--- src/rtl/boot_copy_ctrl.sv ---
// Boot sequencer: optionally copies the boot image into SRAM, then holds
// the CPU in reset for a few cycles before releasing it.
module boot_copy_ctrl #(
    parameter int COPY_WORDS = 256,
    parameter int ADDR_W     = 14,
    parameter int HOLD_CYC   = 4,
    parameter int TIMEOUT    = 255
) (
    input  logic              hclk,
    input  logic              hreset,
    input  logic              boot_sel,
    input  logic              copy_en,
    output logic              rd_req,
    output logic [ADDR_W-1:0] rd_addr,
    input  logic              rd_valid,
    input  logic [31:0]       rd_data,
    output logic              wr_en,
    output logic [ADDR_W-1:0] wr_addr,
    output logic [31:0]       wr_data,
    input  logic              wr_ready,
    output logic              cpu_hold,
    output logic              remap,
    output logic              boot_done,
    output logic              boot_err
);

    localparam int WAIT_W = $clog2(TIMEOUT + 1);
    localparam int HOLD_W = $clog2(HOLD_CYC + 1);

    localparam logic [WAIT_W-1:0] WAIT_LAST = WAIT_W'(TIMEOUT - 1);
    localparam logic [HOLD_W-1:0] HOLD_LAST = HOLD_W'(HOLD_CYC - 1);
    localparam logic [ADDR_W-1:0] CNT_LAST  = ADDR_W'(COPY_WORDS - 1);

    typedef enum logic [2:0] {
        SAMPLE,
        READ,
        WRITE,
        RELEASE,
        DONE
    } state_t;

    state_t              state_q, state_d;
    logic [ADDR_W-1:0]   cnt_q, cnt_d;
    logic [WAIT_W-1:0]   wait_q, wait_d;
    logic [HOLD_W-1:0]   hold_q, hold_d;
    logic [31:0]         data_q, data_d;
    logic                sel_q, sel_d;
    logic                err_q, err_d;

    always_ff @(posedge hclk) begin
        if (hreset) begin
            state_q <= SAMPLE;
            cnt_q   <= '0;
            wait_q  <= '0;
            hold_q  <= '0;
            data_q  <= '0;
            sel_q   <= 1'b0;
            err_q   <= 1'b0;
        end else begin
            state_q <= state_d;
            cnt_q   <= cnt_d;
            wait_q  <= wait_d;
            hold_q  <= hold_d;
            data_q  <= data_d;
            sel_q   <= sel_d;
            err_q   <= err_d;
        end
    end

    // Wait and hold counters default to zero so every state entry starts clean.
    always_comb begin
        state_d = state_q;
        cnt_d   = cnt_q;
        wait_d  = '0;
        hold_d  = '0;
        data_d  = data_q;
        sel_d   = sel_q;
        err_d   = err_q;
        unique case (state_q)
            SAMPLE: begin
                sel_d   = boot_sel;
                state_d = (!boot_sel && copy_en) ? READ : RELEASE;
            end
            READ: begin
                if (rd_valid) begin
                    data_d  = rd_data;
                    state_d = WRITE;
                end else if (wait_q == WAIT_LAST) begin
                    err_d   = 1'b1;
                    sel_d   = 1'b1;
                    state_d = RELEASE;
                end else begin
                    wait_d = wait_q + WAIT_W'(1);
                end
            end
            WRITE: begin
                if (wr_ready) begin
                    cnt_d   = cnt_q + ADDR_W'(1);
                    state_d = (cnt_q == CNT_LAST) ? RELEASE : READ;
                end else if (wait_q == WAIT_LAST) begin
                    err_d   = 1'b1;
                    sel_d   = 1'b1;
                    state_d = RELEASE;
                end else begin
                    wait_d = wait_q + WAIT_W'(1);
                end
            end
            RELEASE: begin
                if (hold_q == HOLD_LAST) begin
                    state_d = DONE;
                end else begin
                    hold_d = hold_q + HOLD_W'(1);
                end
            end
            DONE: begin
                state_d = DONE;
            end
            default: begin
                state_d = SAMPLE;
            end
        endcase
    end

    assign rd_req    = (state_q == READ);
    assign wr_en     = (state_q == WRITE);
    assign rd_addr   = cnt_q;
    assign wr_addr   = cnt_q;
    assign wr_data   = data_q;
    assign cpu_hold  = (state_q != DONE);
    assign boot_done = (state_q == DONE);
    assign boot_err  = err_q;
    // Vectors come from boot space until the sequence reaches release.
    assign remap     = (state_q == RELEASE || state_q == DONE) ? sel_q : 1'b0;

endmodule
--- config.mk ---
export PLATFORM = sky130hd
export DESIGN_NAME = boot_copy_ctrl
export DESIGN_NICKNAME = d
export VERILOG_FILES = /design/src/rtl/boot_copy_ctrl.sv
export SDC_FILE = /design/constraint.sdc
export NUM_CORES = 1
export LEC_CHECK = 0
export ABC_AREA = 0
export BUFFER_PORTS_ARGS = -buffer_cell sky130_fd_sc_hd__clkbuf_2
export CAP_MARGIN = 10
export CORE_ASPECT_RATIO = 2
export CORE_MARGIN = 3
export CORE_UTILIZATION = 52
export CTS_BUF_LIST = sky130_fd_sc_hd__clkbuf_16
export CTS_CLUSTER_DIAMETER = 40
export DETAILED_ROUTE_END_ITERATION = 10
export HOLD_SLACK_MARGIN = 0.05
export MAX_ROUTING_LAYER = met4
export PLACE_DENSITY = 0.86
export SLEW_MARGIN = 40
export SYNTH_ARGS = -nofsm -noshare
export SYNTH_HDL_FRONTEND = slang
export SYNTH_SLANG_ARGS = --single-unit
--- constraint.sdc ---
create_clock -name hclk -period 3 [get_ports hclk]
set_clock_uncertainty 0.05 [all_clocks]
set_input_delay 0.6 -clock hclk [delete_from_list [all_inputs] [get_ports hclk]]
set_output_delay 0.6 -clock hclk [all_outputs]
set_load 0.05 [all_outputs]
==> summary.md, run 1 <==
| Metric | Value |
|---|---|
| # rows | 36 |
| Peak Freq | roughly 440 MHz |
| Die area | between 6000 and 7000 sq um |
| Area contributors post-synth | dfxtp_1 (47%), nand2_1 (10%), a21oi_1 (7.6%) |
| Cell area after layout | approximately 3400 sq um |
| H-tree levels | 3 |
| Largest area contributor in the netlist | dfxtp_1 |
| Syn-to-layout area delta | 27.7% |
| Seq/Total Area, Yosys | 47.1% |
| Final worst path period need | ~2.3 ns |
| CTS sink cnt | 62 |
| Max-capacitance violation count | 0 |
| Post-DRT Antenna Nets | 0 |
| Post-CTS sizing | 0 |
| Wirelength, routed | 6.27 mm |
| Total track usage | between 20 and 25% |
| Commonest cells after routing, fill and taps aside | clkbuf_2 (103), nand2_1 (73), dfxtp_1 (62) |
| Post-route DRC | 0 |
| RSZ-0062 raised after global routing | false |
| Worst Setup Path Type | reg2out |
| Synth Net Count | between 300 and 400 |
| Netlist cell types | between 40 and 50 |
| Final Hold Fails | 0 |
| PortBufs | about 100 |
| Post-Syn Area | about 2600 sq um |
| Vias per std cell | ~5.3 |
| Status | complete, no violations |
| Peak VDD IR | ~0.63 mV |
| Layout Nets | ~450 |
| Clock transition at the registers of the reported paths | approximately 0.050 ns |
| Endpoint class of the critical path | output pin |
| Power Density | approximately 690 nW/um^2 |
| Final Max Slew Viols | 0 |
| Relative slew slack | a little over two thirds |
| Ant diodes | 0 |
| Initial Util | 54.2% |
| Commonest non-fill, non-tap cell in the layout | clkbuf_2 |
| Slew @ Worst Pin | between 0.4 and 0.5 ns |
| Total CTS buffers | 9 |
| Die H | roughly 110 microns |
| Initial antenna violation count | 0 |
| TNS Setup | 0 ns |
| Die width | approximately 56 microns |
| Post-cts hold buffer count | 0 |
| I/O Pins | 104 |
| CP Data Arrival Time | 1.65 ns |
| Clk root buf | clkbuf_16 |
| Seq cells post-synth | a little over 60 |
| Placed cell area | ~3100 sq um |
| Worst Path Max Fanout | 12 |
| DR pass1 iterations | 6 |
| Gp weighted congestion | between 0.9 and 1 |
| Synth warn | 0 |
| Bufs on Longest Clock Path | 2 |
| Post-CTS Repair Setup Buffers | 0 |
| Syn avg cell area | 8.26 sq um |
| Vias in the first global route | roughly 2.4k |
| Type of origin of the critical path | flip-flop |
| Routed via count | about 2.5k |
| Post-synth top area share | between 40% and 50% |
| First-pass GRT wire length | ~10 mm |
| Final setup violation count | 0 |
| Overflow after GRT | 0 |
| WL/cell | between 10 and 15 microns |
| DRT iter0 DRCs | between 100 and 150 |
| Placed cells | between 400 and 500 |
| WP data required | roughly 2.4 ns |
| Share of cells above drive strength 1 | 30.2% |
| Leakage power | around 1.5 nW |
| Final core occ | roughly 70% |
| Non-filler cells, final | ~470 |
| Total power | roughly 0.0023 W |
| Core ar. | between 4000 and 5000 sq um |
| CTS tree | done |
| Post-Syn Instances | about 320 |
| Worst skew pair latency | between 0.3 and 0.4 ns |
| Hold Crit Class | reg2reg |
| DPL Wire Length | between 4 and 5 mm |
| Crit share post-route | 76.6% |
| Largest net degree at the start of global routing | 34 |
-- logic make-up (layout without fill, tap and decap cells) --
kind of cell	Yosys count	in the layout	synth area share, %
xor gates and xnor gates	14	14	4.65
adders and majority gates	5	5	2.37
buffers and inverters	38	129	8.12
and+or+nand+nor	144	144	25.6
muxes	2	2	0.997
DFF	62	62	47.1
AOI/OAI and AO/OA	54	54	11.1
-- synthesized netlist by cell type --
cell / n
nor2_1: 28
and2_1: 1
xnor2_1: 6
nor4_1: 1
o21a_1: 1
a21boi_0: 1
o311ai_0: 1
ha_1: 5
buf_1: 1
inv_1: 6
nor3b_4: 1
xor2_1: 8
nand4_1: 3
a21oi_1: 40
nand4_2: 1
o211ai_1: 1
buf_6: 1
dfxtp_1: 62
o21ai_1: 1
o31ai_1: 1
nor3b_1: 2
mux2_1: 1
o2111ai_1: 1
nor4_4: 1
nor3_1: 4
o21ai_0: 5
mux2_4: 1
nand3_1: 14
or2_1: 1
nor2b_1: 2
a31oi_1: 1
or3_1: 5
o221ai_1: 1
nand3_2: 1
and3_1: 3
nand4bb_1: 1
buf_2: 6
buf_4: 15
clkbuf_1: 8
inv_2: 1
or3b_1: 1
nand2_1: 73
and4_1: 1
-- report_power, final --
part           internal (W)  switching [W]
sequential         0.000870      0.0000429
clock              0.000715       0.000337
combinational      0.000101       0.000270
total               0.00169       0.000650
-- stage by stage --
stage / hold WS [ns] / setup WS, ns
2_1_floorplan: 0.349 / 0.162
3_3_place_gp: 0.358 / 0.849
3_5_place_dp: 0.370 / 0.812
4_1_cts: 0.393 / 0.710
5_1_grt: 0.420 / 0.561
6_report: 0.387 / 0.703
-- path summary, 6_finish.rpt --
check                           from                        to  slack, ns  depth (start not counted)
max          state_q[0]$_SDFFE_PP0P_                     remap       0.70                          4
min reg2reg     hold_q[0]$_SDFF_PP0_      hold_q[0]$_SDFF_PP0_       0.39                          1
max reg2reg  state_q[1]$_SDFFE_PP0P_  rd_addr[11]$_SDFFE_PP0N_       0.90                          4
min             hold_q[0]$_SDFF_PP0_      hold_q[0]$_SDFF_PP0_       0.39                          1
-- cell type report --
cell class,count,area [sq um]
Multi-Input combinational cell,219,1180
Sequential cell,62,1240
Clock inverter,7,83.8
Tap cell,57,71.3
Timing Repair Buffer,106,538
Clock buffer,9,225
Fill cell,405,1500
Inverter,7,26.3
-- critical path, stage by stage (launching register included) --
cell,delay (ns)
dfxtp_1,0.43
nor2_1,0.20
nand2_1,0.12
a21boi_0,0.24
clkbuf_2,0.32
-- state kept, by name (all words and copies together), names as in the netlist --
signal / count
boot_err: 1
hold_q: 3
wait_q: 8
wr_data: 32
sel_q: 1
state_q: 3
rd_addr: 14
-- per-layer routing --
| layer | share of wire, % | track usage (%) |
|---|---|---|
| met1 | 37 | 21.7 |
| met2 | 55 | 41.1 |
| met3 | 5.4 | 5.78 |
| met4 | 2.3 | 10.4 |
| met5 | 0 | - |
Power figures use the tool's default switching activity.
==> inputs of run 2 (changes only) <==
Settings changed: ABC_AREA 0 to 1, CORE_UTILIZATION 52 to 49, PLACE_DENSITY 0.86 to 0.8.
Clock period 3 ns to 2.4 ns, I/O delays scaled along.
==> run 2 against run 1 <==
Compared with the run above: critical endpoint unchanged; setup slack worse by 0.41 ns; non-clock buffer count down 2; cell count up 13%; first-iteration DRC count down 14%; power up 78%; sequential cell count unchanged; utilization down 4.6 points; hold slack worse by 0.049 ns; routed wire length up 2.5%; critical path depth up 4; clock power up 35%; die area up 13%.
==> summary.md, run 2 <==
| Metric | Value |
|---|---|
| Power Density | 1170 nW/um^2 |
| Wirelength, routed | 6.43 mm |
| Leakage power | between 1.5 and 2 nW |
| Status | complete, no violations |
| Worst Path Max Fanout | 5 |
| Post-synth ARST share | 0% |
| First-pass GRT wire length | just over 10 mm |
| I/O Pins | 104 |
| Crit share post-route | between 80 and 90% |
| Die area | 6820 sq um |
| Netlist cell types | 37 |
| Initial antenna violation count | 0 |
| Peak Freq | about 480 MHz |
| Post-CTS Repair Setup Buffers | 0 |
| Final core occ | between 60 and 70% |
| Synth Net Count | 417 |
| Endpoint class of the critical path | output pin |
| Primary FF master, synth | dfxtp_1 |
| Seq/Total Area, Yosys | between 40% and 50% |
| Worst Setup Path Type | reg2out |
| Final Max Slew Viols | 0 |
| Synth warn | 0 |
| Post-Syn Area | 2850 sq um |
| Final setup violation count | 0 |
| TNS Setup | 0 ns |
| H-tree levels | 3 |
| Area contributors post-synth | dfxtp_1 (44%), nor2_1 (13%), nand2_1 (5.8%) |
| Type of origin of the critical path | flip-flop |
| Commonest cells in the netlist | nor2_1 (102), dfxtp_1 (62), nand2_1 (44) |
| DR pass1 iterations | 4 |
| Die H | around 110 microns |
| Setup WS pre-CTS | about 0.68 ns |
| CP Data Arrival Time | around 1.6 ns |
| Final Hold Fails | 0 |
| PortBufs | 103 |
| # rows | 38 |
| Die width | ~60 microns |
| Routed via count | 2642 |
| Filler cell count | slightly below 500 |
| Peak VDD IR | between 0.9 and 1 mV |
| Commonest cells after routing, fill and taps aside | clkbuf_2 (103), nor2_1 (100), dfxtp_1 (62) |
| Largest area contributor in the netlist | dfxtp_1 |
| Ant diodes | 0 |
| Final worst path period need | between 2 and 2.5 ns |
| Layout Nets | 507 |
| Worst skew pair latency | ~0.32 ns |
| CTS tree | done |
| Number of flip-flops in the largest register | 32 |
| Bufs on Longest Clock Path | 2 |
| Syn avg cell area | around 7.6 sq um |
| Total CTS buffers | 9 |
| Post-DRT Antenna Nets | 0 |
| Hold Crit Class | in2reg |
| WL/cell | ~12 microns |
| Syn-to-layout area delta | 25.2% |
| EDFF count, synth | 0 |
| Clock transition at the registers of the reported paths | about 0.050 ns |
| Vias per std cell | about 5.0 |
| Post-synth top area share | between 40 and 50% |
| Commonest non-fill, non-tap cell in the layout | clkbuf_2 |
| Gp weighted congestion | a little over 0.9 |
| Share of cells above drive strength 1 | around 30% |
| Largest net degree at the start of global routing | 40 |
| Most frequent cell after synthesis | nor2_1 |
| Post-Syn Instances | 374 |
| Setup ws final | 0.297 ns |
| DPL Wire Length | 4.80 mm |
| DRT iter0 DRCs | between 100 and 150 |
| Initial Util | around half |
| Max-capacitance violation count | 0 |
| Overflow after GRT | 0 |
| Slew @ Worst Pin | 0.349 ns |
| Relative slew slack | 76.8% |
| Post-route DRC | 0 |
| Clk root buf | clkbuf_16 |
| Core ar. | 5520 sq um |
| Total track usage | roughly 20% |
| WP data required | around 1.9 ns |
| Post-cts hold buffer count | 0 |
| RSZ-0062 raised after global routing | false |
| Seq cells post-synth | between 60 and 70 |
| CTS sink cnt | 62 |
| Vias in the first global route | 2437 |
| Post-CTS sizing | 0 |
[run 2: changes by cell type after synthesis, moves of 7 or more]
| cell | delta |
|---|---|
| o21ai_1 | +24 |
| nand2_1 | -29 |
| inv_1 | +25 |
| nor2_1 | +74 |
| o21ai_0 | +7 |
| a21oi_1 | -29 |
[run 2: power by group]
group / switching, W / internal [W]
sequential: 0.000108 / 0.00120
combinational: 0.00109 / 0.000345
clock: 0.000422 / 0.000997
[run 2: stage by stage]
stage / hold WS [ns] / cells / power (W) / cell area (sq um)
6_report: 0.338 / 528 / 0.00416 / 3560
5_1_grt: 0.353 / 528 / 0.00439 / 3560
4_1_cts: 0.333 / 528 / 0.00420 / 3560
3_5_place_dp: 0.367 / 513 / 0.00277 / 3240
3_3_place_gp: 0.362 / 513 / 0.00274 / 3240
2_1_floorplan: 0.349 / 374 / 0.00254 / 2860
[run 2: path summary, 6_finish.rpt]
path                                            endpoint  slack, ns  cells past startpoint                    start
worst max register to register  wr_data[21]$_SDFFE_PP0P_       0.95                      8  state_q[0]$_SDFFE_PP0P_
worst min register to register      hold_q[0]$_SDFF_PP0_       0.37                      1     hold_q[0]$_SDFF_PP0_
worst min-delay path            wr_data[22]$_SDFFE_PP0P_       0.34                      3              rd_data[22]
worst max-delay path                               remap       0.30                      8  state_q[1]$_SDFFE_PP0P_
[run 2: area by class of cell]
type	instances	area [sq um]	area share [%]
Multi-Input combinational cell	251	1250	35.1
Sequential cell	62	1240	34.8
Timing Repair Buffer	104	523	14.7
Clock buffer	9	225	6.32
Inverter	36	148	4.14
Clock inverter	6	103	2.88
Tap cell	60	75.1	2.11
[run 2: logic make-up after synthesis]
logic type                 after synthesis  synth area share, %
adders and majority gates                5                 2.20
and+or+nand+nor                        188                 30.0
DFF                                     62                 43.6
buffers and inverters                   61                 12.9
xor gates and xnor gates                 6                 1.85
AOI/OAI and AO/OA                       52                 9.49
[run 2: per-layer routing]
metal	part of all wire (%)	global-route usage (%)	vias up
li1	-	-	1352
met1	36	19.6	1168
met2	54	35.5	106
met3	7.4	3.85	16
met4	2.9	12.7	0
met5	0	-	-
[run 2: worst max-delay path, stage by stage (launching register included)]
cell      delay (ns)
dfxtp_1         0.37
inv_2           0.11
nand2_1         0.12
nor2_4          0.10
inv_1           0.07
nand2_1         0.07
inv_1           0.06
nor2_2          0.07
clkbuf_2        0.27
==> inputs of run 3 (changes only) <==
Settings changed: CORE_MARGIN 3 to unset.
==> run 3 against run 2 <==
Compared with the run above: die area shrank 10%; routed wire length fell by 5.2%; global-route usage up 1.5 points; setup slack improved by 0.0033 ns; via count decreased by 0.76%; register-to-register slack about the same; non-clock buffer count did not move; critical path depth unchanged; clock-buffer cell count unchanged; power fell by 8.7%; design area down 2.2%; critical endpoint unchanged; highest routed layer unchanged.
==> summary.md, run 3 (same netlist as run 2, synthesis figures left out) <==
| Metric | Value |
|---|---|
| Status | complete, no violations |
| Commonest cells after routing, fill and taps aside | clkbuf_2 (103), nor2_1 (100), dfxtp_1 (62) |
| First-pass GRT wire length | about 10 mm |
| Final Max Slew Viols | 0 |
| Worst skew pair latency | around 0.33 ns |
| Ant diodes | 0 |
| CP cell instances | inv_2 > nand2_1 > nor2_4 > inv_1 > nand2_1 > inv_1 > nor2_2 > clkbuf_2 |
| Clock transition at the registers of the reported paths | roughly 0.050 ns |
| Bufs on Longest Clock Path | 2 |
| Hold Crit Class | in2reg |
| PortBufs | roughly 100 |
| R2R cell count | 8 |
| Post-route DRC | 0 |
| Vias in the first global route | approximately 2.4k |
| Post-DRT Antenna Nets | 0 |
| Setup WS pre-CTS | 0.638 ns |
| RSZ-0062 raised after global routing | false |
| Clk root buf | clkbuf_16 |
| Total power | roughly 0.0038 W |
| Number of flip-flops in the largest register | 32 |
| Switching portion of total power | approximately two fifths |
| Die H | between 100 and 150 microns |
| Type of origin of the critical path | flip-flop |
| Relative slew slack | 74.8% |
| Peak Freq | between 400 and 500 MHz |
| Total CTS buffers | 9 |
| Die area | 6140 sq um |
| Peak VDD IR | around 0.85 mV |
| Setup crit end | remap |
| Worst setup path start | state_q[1]$_SDFFE_PP0P_ |
| Reg2Reg Capture Point | wr_data[6]$_SDFFE_PP0P_ |
| Crit share post-route | between 80% and 90% |
| Post-cts hold buffer count | 0 |
| Post-CTS sizing | 0 |
| Syn-to-layout area delta | 22.5% |
| Worst Setup Path Type | reg2out |
| Max-capacitance violation count | 0 |
| RR Startpoint | state_q[0]$_SDFFE_PP0P_ |
| I/O Pins | 104 |
| Endpoint class of the critical path | output pin |
| Vias per std cell | 4.96 |
| Commonest non-fill, non-tap cell in the layout | clkbuf_2 |
| CP max-delay cell | dfxtp_1 |
| DRT iter0 DRCs | 95 |
| Psw | around 0.0016 W |
| # rows | 39 |
| Share of cells above drive strength 1 | roughly 29% |
| Overflow after GRT | 0 |
| Final setup violation count | 0 |
| Combinational power share | 37.5% |
| Total track usage | between 20% and 30% |
| Hold WS | 0.341 ns |
| Initial Util | between 50% and 60% |
| Slew @ Worst Pin | between 0.3 and 0.4 ns |
| Gp weighted congestion | between 0.8 and 0.9 |
| DPL Wire Length | roughly 4.5 mm |
| Leakage power | roughly 1.7 nW |
| Final worst path period need | about 2.1 ns |
| DR pass1 iterations | 4 |
| Post-CTS Repair Setup Buffers | 0 |
| Initial antenna violation count | 0 |
| TNS Setup | 0 ns |
| Internal | 0.00221 W |
| Die width | 55.9 microns |
| Setup ws final | 0.300 ns |
| R2r setup slk | 0.94 ns |
| CP peak stage delay | 0.37 ns |
| CTS sink cnt | a little over 60 |
| Layout Nets | between 500 and 600 |
| Routed via count | around 2.6k |
| Worst Path Max Fanout | 5 |
| Core ar. | 5660 sq um |
| WL/cell | around 12 microns |
| Reg power frac | around a third |
| CP Data Arrival Time | roughly 1.6 ns |
| Power Density | between 1000 and 1500 nW/um^2 |
| Largest net degree at the start of global routing | 42 |
| Wirelength, routed | between 6 and 7 mm |
| Clock share of power | 28.2% |
| CTS tree | done |
| H-tree levels | 3 |
| Final Hold Fails | 0 |
| WP data required | between 1.5 and 2 ns |
==> run 3: through the flow <==
stage / area, sq um / util (%) / instances
5_1_grt: 3490 / 61.6 / 529
3_3_place_gp: 3240 / 57.2 / 514
4_1_cts: 3490 / 61.6 / 529
6_report: 3490 / 61.6 / 529
3_5_place_dp: 3240 / 57.2 / 514
2_1_floorplan: 2860 / - / 374
==> run 3: final cells by class <==
cell class | instances | area [sq um]
Clock buffer | 9 | 225
Clock inverter | 6 | 23.8
Fill cell | 521 | 2170
Inverter | 36 | 148
Multi-Input combinational cell | 251 | 1250
Sequential cell | 62 | 1240
Tap cell | 61 | 76.3
Timing Repair Buffer | 104 | 523
==> run 3: power groups by stage <==
stage	registers (W)	clock network (W)	logic [W]
final	0.00130	0.00107	0.00143
after floorplan	0.00177	0	0.000769
after detailed placement	0.00133	0	0.00143
after global placement	0.00132	0	0.00142
after global routing	0.00132	0.00115	0.00155
after CTS	0.00131	0.00111	0.00144
==> run 3: how the worst min path moves through the flow <==
stage                          from                       end  slack [ns]  depth (start not counted)
6_report                rd_data[26]  wr_data[26]$_SDFFE_PP0P_        0.34                          3
5_1_grt                 rd_data[24]  wr_data[24]$_SDFFE_PP0P_        0.35                          3
4_1_cts                 rd_data[26]  wr_data[26]$_SDFFE_PP0P_        0.33                          3
3_5_place_dp   hold_q[0]$_SDFF_PP0_      hold_q[0]$_SDFF_PP0_        0.36                          1
3_3_place_gp   hold_q[0]$_SDFF_PP0_      hold_q[0]$_SDFF_PP0_        0.36                          1
2_1_floorplan  hold_q[0]$_SDFF_PP0_      hold_q[0]$_SDFF_PP0_        0.35                          1
==> run 3: metal layers <==
layer / GRT usage, % / wire (microns) / vias up
met5: - / 0 / -
met4: 12.7 / 163 / 0
met3: 5.29 / 280 / 12
met2: 41.0 / 3350 / 86
met1: 19.6 / 2300 / 1172
li1: - / - / 1352
==> run 3: critical path: cells and delay by family, from the launching register on <==
kind | cells | cell delay (ns)
buf+inv | 4 | 0.51
flops | 1 | 0.37
simple gates | 4 | 0.37
